[config.mk]
export PLATFORM = sky130hd
export DESIGN_NAME = ddr_frame_writer_mc
export DESIGN_NICKNAME = d
export VERILOG_FILES = /design/src/rtl/ddr_frame_writer_mc.sv
export SDC_FILE = /design/constraint.sdc
export NUM_CORES = 1
export LEC_CHECK = 0
export CAP_MARGIN = 20
export CORE_AREA = 4 4 203 205
export CTS_CLUSTER_SIZE = 12
export DETAILED_ROUTE_END_ITERATION = 12
export DIE_AREA = 0 0 207 209
export MAX_ROUTING_LAYER = met4
export SYNTH_ARGS = -nofsm -noshare
export SYNTH_HDL_FRONTEND = slang
export SYNTH_SLANG_ARGS = --single-unit
[constraint.sdc]
create_clock -name Axi0Clk -period 5.45 [get_ports Axi0Clk]
set_input_delay 0.545 -clock Axi0Clk [delete_from_list [all_inputs] [get_ports Axi0Clk]]
set_output_delay 0.545 -clock Axi0Clk [all_outputs]
set_load 0.02 [all_outputs]
[src/rtl/ddr_frame_writer_mc.sv]
// Multi-channel frame writer: round-robin arbitration of NUM_CH FWFT pixel FIFOs into
// single-outstanding INCR write bursts on the DdrCtrl AXI port 0, with per-channel frame buffer rotation.
module ddr_frame_writer_mc #(
    parameter int NUM_CH      = 2,
    parameter int DATA_W      = 128,
    parameter int ADDR_W      = 32,
    parameter int BURST_LEN   = 64,
    parameter int FRAME_BEATS = 115200,
    parameter int FB_NUM      = 3,
    parameter logic [ADDR_W-1:0] BASE_ADDR = 32'h0,
    parameter logic [ADDR_W-1:0] CH_STRIDE = 32'h0100_0000,
    parameter logic [ADDR_W-1:0] FB_STRIDE = 32'h0040_0000
) (
    input  logic                     Axi0Clk,
    input  logic                     rst_i,
    input  logic [NUM_CH-1:0]        ch_vs_i,
    input  logic [NUM_CH*16-1:0]     ch_cnt_i,
    input  logic [NUM_CH*DATA_W-1:0] ch_data_i,
    output logic [NUM_CH-1:0]        ch_rd_en_o,
    output logic [NUM_CH*2-1:0]      fb_done_idx_o,
    output logic [NUM_CH-1:0]        frame_done_o,
    output logic [NUM_CH-1:0]        frame_drop_o,
    output logic [ADDR_W-1:0]        DdrCtrl_AADDR_0,
    output logic [7:0]               DdrCtrl_AID_0,
    output logic [7:0]               DdrCtrl_ALEN_0,
    output logic [2:0]               DdrCtrl_ASIZE_0,
    output logic [1:0]               DdrCtrl_ABURST_0,
    output logic [1:0]               DdrCtrl_ALOCK_0,
    output logic                     DdrCtrl_ATYPE_0,
    output logic                     DdrCtrl_AVALID_0,
    input  logic                     DdrCtrl_AREADY_0,
    output logic [DATA_W-1:0]        DdrCtrl_WDATA_0,
    output logic [7:0]               DdrCtrl_WID_0,
    output logic [DATA_W/8-1:0]      DdrCtrl_WSTRB_0,
    output logic                     DdrCtrl_WLAST_0,
    output logic                     DdrCtrl_WVALID_0,
    input  logic                     DdrCtrl_WREADY_0,
    output logic                     DdrCtrl_BREADY_0,
    input  logic [7:0]               DdrCtrl_BID_0,
    input  logic                     DdrCtrl_BVALID_0,
    output logic                     DdrCtrl_RREADY_0
);
    localparam int CH_W   = (NUM_CH > 1) ? $clog2(NUM_CH) : 1;
    localparam int STRB_W = DATA_W / 8;

    typedef enum logic [2:0] {S_IDLE, S_GRANT, S_ADDR, S_DATA, S_RESP} state_t;

    state_t            state_q, state_d;
    logic [CH_W-1:0]   grant_q, grant_d, rr_q, rr_d;
    logic [8:0]        beat_q, beat_d;
    logic [NUM_CH-1:0] armed_q, armed_d, restart_q, restart_d;
    logic [NUM_CH-1:0] drop_q, drop_d, done_q, done_d;
    logic [31:0]       off_q [NUM_CH];
    logic [31:0]       off_d [NUM_CH];
    logic [1:0]        widx_q [NUM_CH];
    logic [1:0]        widx_d [NUM_CH];
    logic [1:0]        fbidx_q [NUM_CH];
    logic [1:0]        fbidx_d [NUM_CH];

    logic              found, completing, unused_bid;
    int unsigned       idx;
    logic [31:0]       nxt_off;

    assign unused_bid = ^DdrCtrl_BID_0;

    always_comb begin
        state_d    = state_q;
        grant_d    = grant_q;
        rr_d       = rr_q;
        beat_d     = beat_q;
        armed_d    = armed_q;
        restart_d  = restart_q;
        drop_d     = drop_q;
        done_d     = '0;
        off_d      = off_q;
        widx_d     = widx_q;
        fbidx_d    = fbidx_q;
        found      = 1'b0;
        idx        = 0;
        nxt_off    = '0;
        completing = 1'b0;
        ch_rd_en_o       = '0;
        DdrCtrl_AVALID_0 = 1'b0;
        DdrCtrl_WVALID_0 = 1'b0;
        DdrCtrl_WLAST_0  = 1'b0;
        DdrCtrl_BREADY_0 = 1'b0;

        case (state_q)
            S_IDLE: begin
                for (int unsigned i = 0; i < NUM_CH; i++) begin
                    idx = (32'(rr_q) + i) % 32'(NUM_CH);
                    if (!found && armed_q[idx] && ch_cnt_i[idx*16 +: 16] >= 16'(BURST_LEN)) begin
                        found   = 1'b1;
                        grant_d = CH_W'(idx);
                    end
                end
                if (found) state_d = S_GRANT;
            end
            S_GRANT: state_d = S_ADDR;
            S_ADDR: begin
                DdrCtrl_AVALID_0 = 1'b1;
                if (DdrCtrl_AREADY_0) begin
                    state_d = S_DATA;
                    beat_d  = '0;
                end
            end
            S_DATA: begin
                DdrCtrl_WVALID_0    = 1'b1;
                DdrCtrl_WLAST_0     = (beat_q == 9'(BURST_LEN - 1));
                ch_rd_en_o[grant_q] = DdrCtrl_WREADY_0;
                if (DdrCtrl_WREADY_0) begin
                    beat_d = beat_q + 9'd1;
                    if (DdrCtrl_WLAST_0) state_d = S_RESP;
                end
            end
            S_RESP: begin
                DdrCtrl_BREADY_0 = 1'b1;
                if (DdrCtrl_BVALID_0) begin
                    completing = 1'b1;
                    nxt_off    = off_q[grant_q] + 32'(BURST_LEN);
                    if (nxt_off == 32'(FRAME_BEATS)) begin
                        fbidx_d[grant_q] = widx_q[grant_q];
                        done_d[grant_q]  = 1'b1;
                        widx_d[grant_q]  = (widx_q[grant_q] == 2'(FB_NUM - 1)) ? 2'd0 : widx_q[grant_q] + 2'd1;
                        off_d[grant_q]   = '0;
                        armed_d[grant_q] = 1'b0;
                    end else begin
                        off_d[grant_q] = nxt_off;
                    end
                    // A frame start that landed during this burst takes effect now
                    if (restart_q[grant_q]) begin
                        restart_d[grant_q] = 1'b0;
                        off_d[grant_q]     = '0;
                        armed_d[grant_q]   = 1'b1;
                    end
                    rr_d    = (grant_q == CH_W'(NUM_CH - 1)) ? '0 : grant_q + 1'b1;
                    state_d = S_IDLE;
                end
            end
            default: state_d = S_IDLE;
        endcase

        // Frame starts are applied on top of any burst completion in the same cycle
        for (int unsigned c = 0; c < NUM_CH; c++) begin
            if (ch_vs_i[c]) begin
                if (state_q != S_IDLE && grant_q == CH_W'(c) && !completing) begin
                    drop_d[c]    = 1'b1;
                    restart_d[c] = 1'b1;
                end else begin
                    if (armed_d[c] && off_d[c] != '0) drop_d[c] = 1'b1;
                    armed_d[c] = 1'b1;
                    off_d[c]   = '0;
                end
            end
        end
    end

    always_ff @(posedge Axi0Clk or posedge rst_i) begin
        if (rst_i) begin
            state_q   <= S_IDLE;
            grant_q   <= '0;
            rr_q      <= '0;
            beat_q    <= '0;
            armed_q   <= '0;
            restart_q <= '0;
            drop_q    <= '0;
            done_q    <= '0;
            for (int unsigned c = 0; c < NUM_CH; c++) begin
                off_q[c]   <= '0;
                widx_q[c]  <= '0;
                fbidx_q[c] <= '0;
            end
        end else begin
            state_q   <= state_d;
            grant_q   <= grant_d;
            rr_q      <= rr_d;
            beat_q    <= beat_d;
            armed_q   <= armed_d;
            restart_q <= restart_d;
            drop_q    <= drop_d;
            done_q    <= done_d;
            off_q     <= off_d;
            widx_q    <= widx_d;
            fbidx_q   <= fbidx_d;
        end
    end

    always_comb begin
        fb_done_idx_o = '0;
        for (int unsigned c = 0; c < NUM_CH; c++) fb_done_idx_o[c*2 +: 2] = fbidx_q[c];
    end

    assign frame_done_o     = done_q;
    assign frame_drop_o     = drop_q;
    assign DdrCtrl_AADDR_0  = BASE_ADDR + ADDR_W'(grant_q) * CH_STRIDE
                            + ADDR_W'(widx_q[grant_q]) * FB_STRIDE
                            + ADDR_W'(off_q[grant_q]) * ADDR_W'(STRB_W);
    assign DdrCtrl_AID_0    = 8'(grant_q);
    assign DdrCtrl_ALEN_0   = 8'(BURST_LEN - 1);
    assign DdrCtrl_ASIZE_0  = 3'($clog2(STRB_W));
    assign DdrCtrl_ABURST_0 = 2'b01;
    assign DdrCtrl_ALOCK_0  = 2'b00;
    assign DdrCtrl_ATYPE_0  = 1'b1;
    assign DdrCtrl_WDATA_0  = ch_data_i[32'(grant_q)*DATA_W +: DATA_W];
    assign DdrCtrl_WID_0    = 8'(grant_q);
    assign DdrCtrl_WSTRB_0  = '1;
    assign DdrCtrl_RREADY_0 = 1'b0;
endmodule
Word level (Yosys, flattened, before mapping) --
Cells that the tools add are included.
Word-level totals: register bits 94, word-level logic and storage cells 162, output and inout port bits 223, input bits 303
Cells by class: reduce and logical (&&, ||, !) cells 28, bitwise gates (word level) 10, equality and inequality tests 12, add/sub/neg operators 7, shift-type cells 3, $lt $le $gt $ge 8, mux-type cells 79
Operators by type and width (count):
- $mux 64 | 6
- $mux 32 | 8
- $shiftx 256x9->128 | 1
- $and 64x64->64 | 2
- $bwmux 64 | 1
- $not 64->64 | 1
- $reduce_bool 32->1 | 2
- $shiftx 32x6->16 | 2
- $mux 2 | 18
- $add 26x32->32 | 1
- $add 32x7->32 const B | 1
- $demux 32 s1 | 1
- $eq 32x17->1 const B | 1
- $ge 16x7->1 const B | 2
- $mux 1 | 32
- $add 25x24->26 | 1
- $mux 9 | 2
- $pmux 9 s2 | 1
- $mux 3 | 5
- $pmux 3 s5 | 1
- $logic_and 1x1->1 | 11
- $ne 2x2->1 const B | 5
- $add 9x1->9 const B | 1
- $eq 9x6->1 const B | 1
- 25 further kinds | 40

Longest topological paths before layout --
depth after elaboration 18, mapped depth 24, depth with buffers taken out 12

Worst setup path after synthesis --
OpenSTA, ideal clock, no wires.
path kind register to register, from reg grant_q, to reg off_q[53] (netlist bit), cell stages (with the launch flop) 25, data required time 5.318 ns, library setup time 0.132 ns, path slack 0.160 ns, arrival 5.158 ns, buffers on the path 12, cells stage by stage dfrtp_1 -> buf_6 -> buf_8 -> buf_4 -> buf_4 -> buf_2 -> buf_1 -> clkbuf_1 -> clkbuf_1 -> clkbuf_1 -> mux2_2 -> ha_1 -> nand4b_1 -> a22oi_1 -> and4_1 -> buf_2 -> a211oi_1 -> o22ai_1 -> nor4_1 -> a31o_1 -> buf_4 -> buf_8 -> o21ai_1 -> a21oi_1 -> nor2_1
RTL lines:
- from (decl) | line 49 | logic [CH_W-1:0] grant_q, grant_d, rr_q, rr_d;
- from (signal assigned) | line 175 | grant_q <= grant_d;
- to (signal, indexed assignment) | line 169 | off_q[c] <= '0;
- to (signal assigned) | line 182 | off_q <= off_d;
- to (decl) | line 53 | logic [31:0] off_q [NUM_CH];

==> run_results.csv <==
group,metric,value,unit
cells_and_area,syn_to_final_growth,62.34,%
yosys,ys.warnings.count,0,
power_and_ir_drop,p_sw,1685,µW
placed_design,gp_congestion,0.9671,
status,status,"finished clean",
floorplanning,core,39460,µm²
yosys,synth_area,8287,µm²
yosys,syn_inst,939,
yosys,synth_compound_gate_area_share,12.52,%
timing,relSlewSlack,24.54,%
clocking,cts_tree,"yes",
power_and_ir_drop,power_frac_clock,16.3,%
timing,hold_viol_final,0,
hold_path,worst_hold_path_type,"reg -> reg",
floorplanning,io_pins,526,
clocking,cts_buffer_depth,2,
clocking,clock_sinks,94,
yosys,synth_edf_count,0,
worst_setup_path,critical_path_class,"reg -> reg",
timing,fmax,0.2218,GHz
worst_setup_path,path_max_fanout,45,
grt,gr-total-overflow,0,
cells_and_area,final_common_cell,"clkdlybuf4s50_1",
grt,antenna_found_initial,8,
timing,hold_slack,0.4886,ns
yosys,synth_cell_type_count,74,
timing,finalMaxSlewViolations,0,
clocking,clock-root-buffer,"clkbuf_16",
power_and_ir_drop,power.density,288.5,nW/µm²
timing,rsz0062_at_grt,"no",
clocking,cts.clk_slew.worst_paths,0.08,ns
flow_run,drv_cap,0,
cells_and_area,layout_common_cells,"454 x clkdlybuf4s50_1, 153 x mux2_2, 93 x dfrtp_1",
clocking,cts_buffers,9,
grt,grt_pass1_vias,8985,
clocking,cts_htree_levels,3,
timing,setup_ws,0.9410,ns
worst_setup_path,endpoint_kind,"flip-flop",
detailed_routing,wl,45860,µm
detailed_routing,drtIter0Drc,744,
grt,grt_pass1_wl,64130,µm
worst_setup_path,cp-start-kind,"flip-flop",
clocking,cts-hold-fix-buffers,0,
power_and_ir_drop,irDropWorstVdd,0.0001716,V
detailed_routing,route.detailed.drc,0,
yosys,yosys.area_share.simple,21.97,%
detailed_routing,wl_per_cell,24.16,µm
detailed_routing,firstDrtPassIters,5,
clocking,clkLatencyLatePin,0.36,ns
worst_setup_path,cp_cell_sequence,"buf_4 > nand3_1 > a22oi_1 > and4_1 > xnor2_1 > nand3b_1 > nor4_4 > a31o_1 > buf_4 > o21ai_1 > a21oi_1 > nor2_1",
clocking,post_cts_resized,0,
yosys,async_flop_share,100.0,%
detailed_routing,vias,8897,
yosys,synth-adder-area-share,1.148,%
timing,setup_tns,0,ns
floorplanning,rows,73,
floorplanning,die_y,209,µm
timing,min_period,4.509,ns
power_and_ir_drop,total_power,3881,µW
placed_design,hpwl,38410,µm
detailed_routing,viasPerCell,4.688,
yosys,synth_top_area_share,28.39,%
timing,period_share,82.73,%
worst_setup_path,crit_required,5.69,ns
grt,grtUsageTotal,20.55,%
yosys,synth.top_cells.by_area,"dfrtp_1 28%, mux2_2 21%, buf_4 5.3%",
clocking,postCtsSetupBuffers,0,
power_and_ir_drop,power_frac_seq,20.0,%
worst_setup_path,crit_path_frequent_cell,"buf_4",
placed_design,place_area,13150,µm²
grt,grt_max_degree,63,
detailed_routing,ant_nets,0,
power_and_ir_drop,p_sw_share,43.41,%
worst_setup_path,path_buf_inv,2,
yosys,synth_top_family_by_area,"multiplexers",
yosys,ys_seq_elements,94,
worst_setup_path,cp_data_arrival_time,4.75,ns
yosys,seq_area_frac_synth,28.39,%
yosys,synth_ff_type,"dfrtp_1",
cells_and_area,drive_gt1_share,15.41,%
yosys,synthXorXnorAreaFrac,4.092,%
yosys,synth_mux_area_share,22.91,%
floorplanning,dieArea,43260,µm²
timing,final.setup_skew,0.008646,ns
yosys,synth.avg_cell_area,8.825,µm²
floorplanning,dieWidth,207,µm
floorplanning,start_util,21.00,%
timing,setup_violations,0,
worst_setup_path,cpPeakStageDelay,0.61,ns
timing,worst_slew_pin_slew,1.127,ns
placed_design,dpl_worst_slack,1.080,ns
cells_and_area,nets,1674,
cells_and_area,design_area,13450,µm²
yosys,yosys.area.top_type,"dfrtp_1",
worst_setup_path,crit_family,"simple AND/OR/NAND/NOR gates",
power_and_ir_drop,intPower,2197,µW
power_and_ir_drop,p_leak,0.005275,µW
placed_design,port_buffers,454,
worst_setup_path,cp_slowest_cell,"dfrtp_4",
power_and_ir_drop,combPwrFrac,63.7,%
through the flow:
| step | utilization [%] | instances |
|---|---|---|
| global placement | 33.33 | 1878 |
| detailed placement | 33.33 | 1878 |
| finish | 34.09 | 1898 |
| floorplan | - | 988 |
| CTS | 34.07 | 1894 |
| global route | 34.08 | 1896 |
final cells by class:
cell class,instances,area (µm²)
well taps,525,656.9
multi-input cells,770,5393
fillers,4115,26000
diodes,4,10.01
clock buffers,9,225.2
clock inverters,7,67.56
repair buffers,472,4679
flip-flops and latches,94,2356
inverters,17,65.06
layer usage:
layer / wire (µm) / up-vias / global-route usage, % / part of all wire, %
met1: 18060 / 4285 / 24.63 / 39
met2: 21750 / 418 / 32.95 / 47
li1: - / 4154 / - / -
met4: 762 / 0 / 3.534 / 1.7
met5: 0 / - / - / 0
met3: 5280 / 40 / 8.647 / 12
cell families after synthesis:
family	count (synthesis)
flip-flops	94
buffers and inverters	124
adder cells (fa/ha/maj)	7
AO/OA/AOI/OAI	161
XOR/XNOR	37
AND/OR/NAND/NOR	344
multiplexers	170
other	2
cells in the mapped netlist (5+ instances only):
cell	number
buf_4	59
buf_2	7
o31ai_1	7
nand2_1	90
nor4_1	14
nand3b_1	11
nor3_1	19
nand3_1	32
mux2i_1	13
clkbuf_1	32
o22ai_1	5
o21ai_0	28
a22oi_1	15
buf_1	5
nand4_1	18
a31oi_1	5
mux2_2	153
and2_1	19
ha_1	6
nor2_1	72
or3_1	11
nor3b_1	8
dfrtp_1	94
inv_1	17
and3_1	9
nand2b_1	8
xor2_1	15
a21oi_1	56
a21o_1	5
or4_1	5
xnor2_1	20
sequential cells by signal (all words and copies together) (netlist names), 3 cells and up:
signal         flops
off_q             64
widx_q             4
beat_q             9
state_q            3
fb_done_idx_o      4
final timing paths:
path                                  startpoint                    end  slack (ns)  cells after the start
max                          grant_q$_DFFE_PP0P_    off_q[53]$_DFF_PP0_        0.94                     12
min                        beat_q[8]$_DFFE_PP0P_  beat_q[8]$_DFFE_PP0P_        0.49                      1
max reg2reg                  grant_q$_DFFE_PP0P_    off_q[53]$_DFF_PP0_        0.94                     12
min reg2reg                beat_q[8]$_DFFE_PP0P_  beat_q[8]$_DFFE_PP0P_        0.49                      1
max in group asynchronous                  rst_i    off_q[55]$_DFF_PP0_        3.63                      3
min in group asynchronous                  rst_i  beat_q[5]$_DFFE_PP0P_        0.67                      2
power by group through the flow:
| stage | sequential (µW) | clock [µW] | combinational [µW] |
|---|---|---|---|
| after floorplan | 762 | 0 | 1400 |
| after global placement | 788 | 0 | 2480 |
| after detailed placement | 789 | 0 | 2470 |
| after CTS | 776 | 650 | 2490 |
| after global routing | 783 | 674 | 2620 |
| final | 777 | 632 | 2470 |
Power figures use the tool's default switching activity.
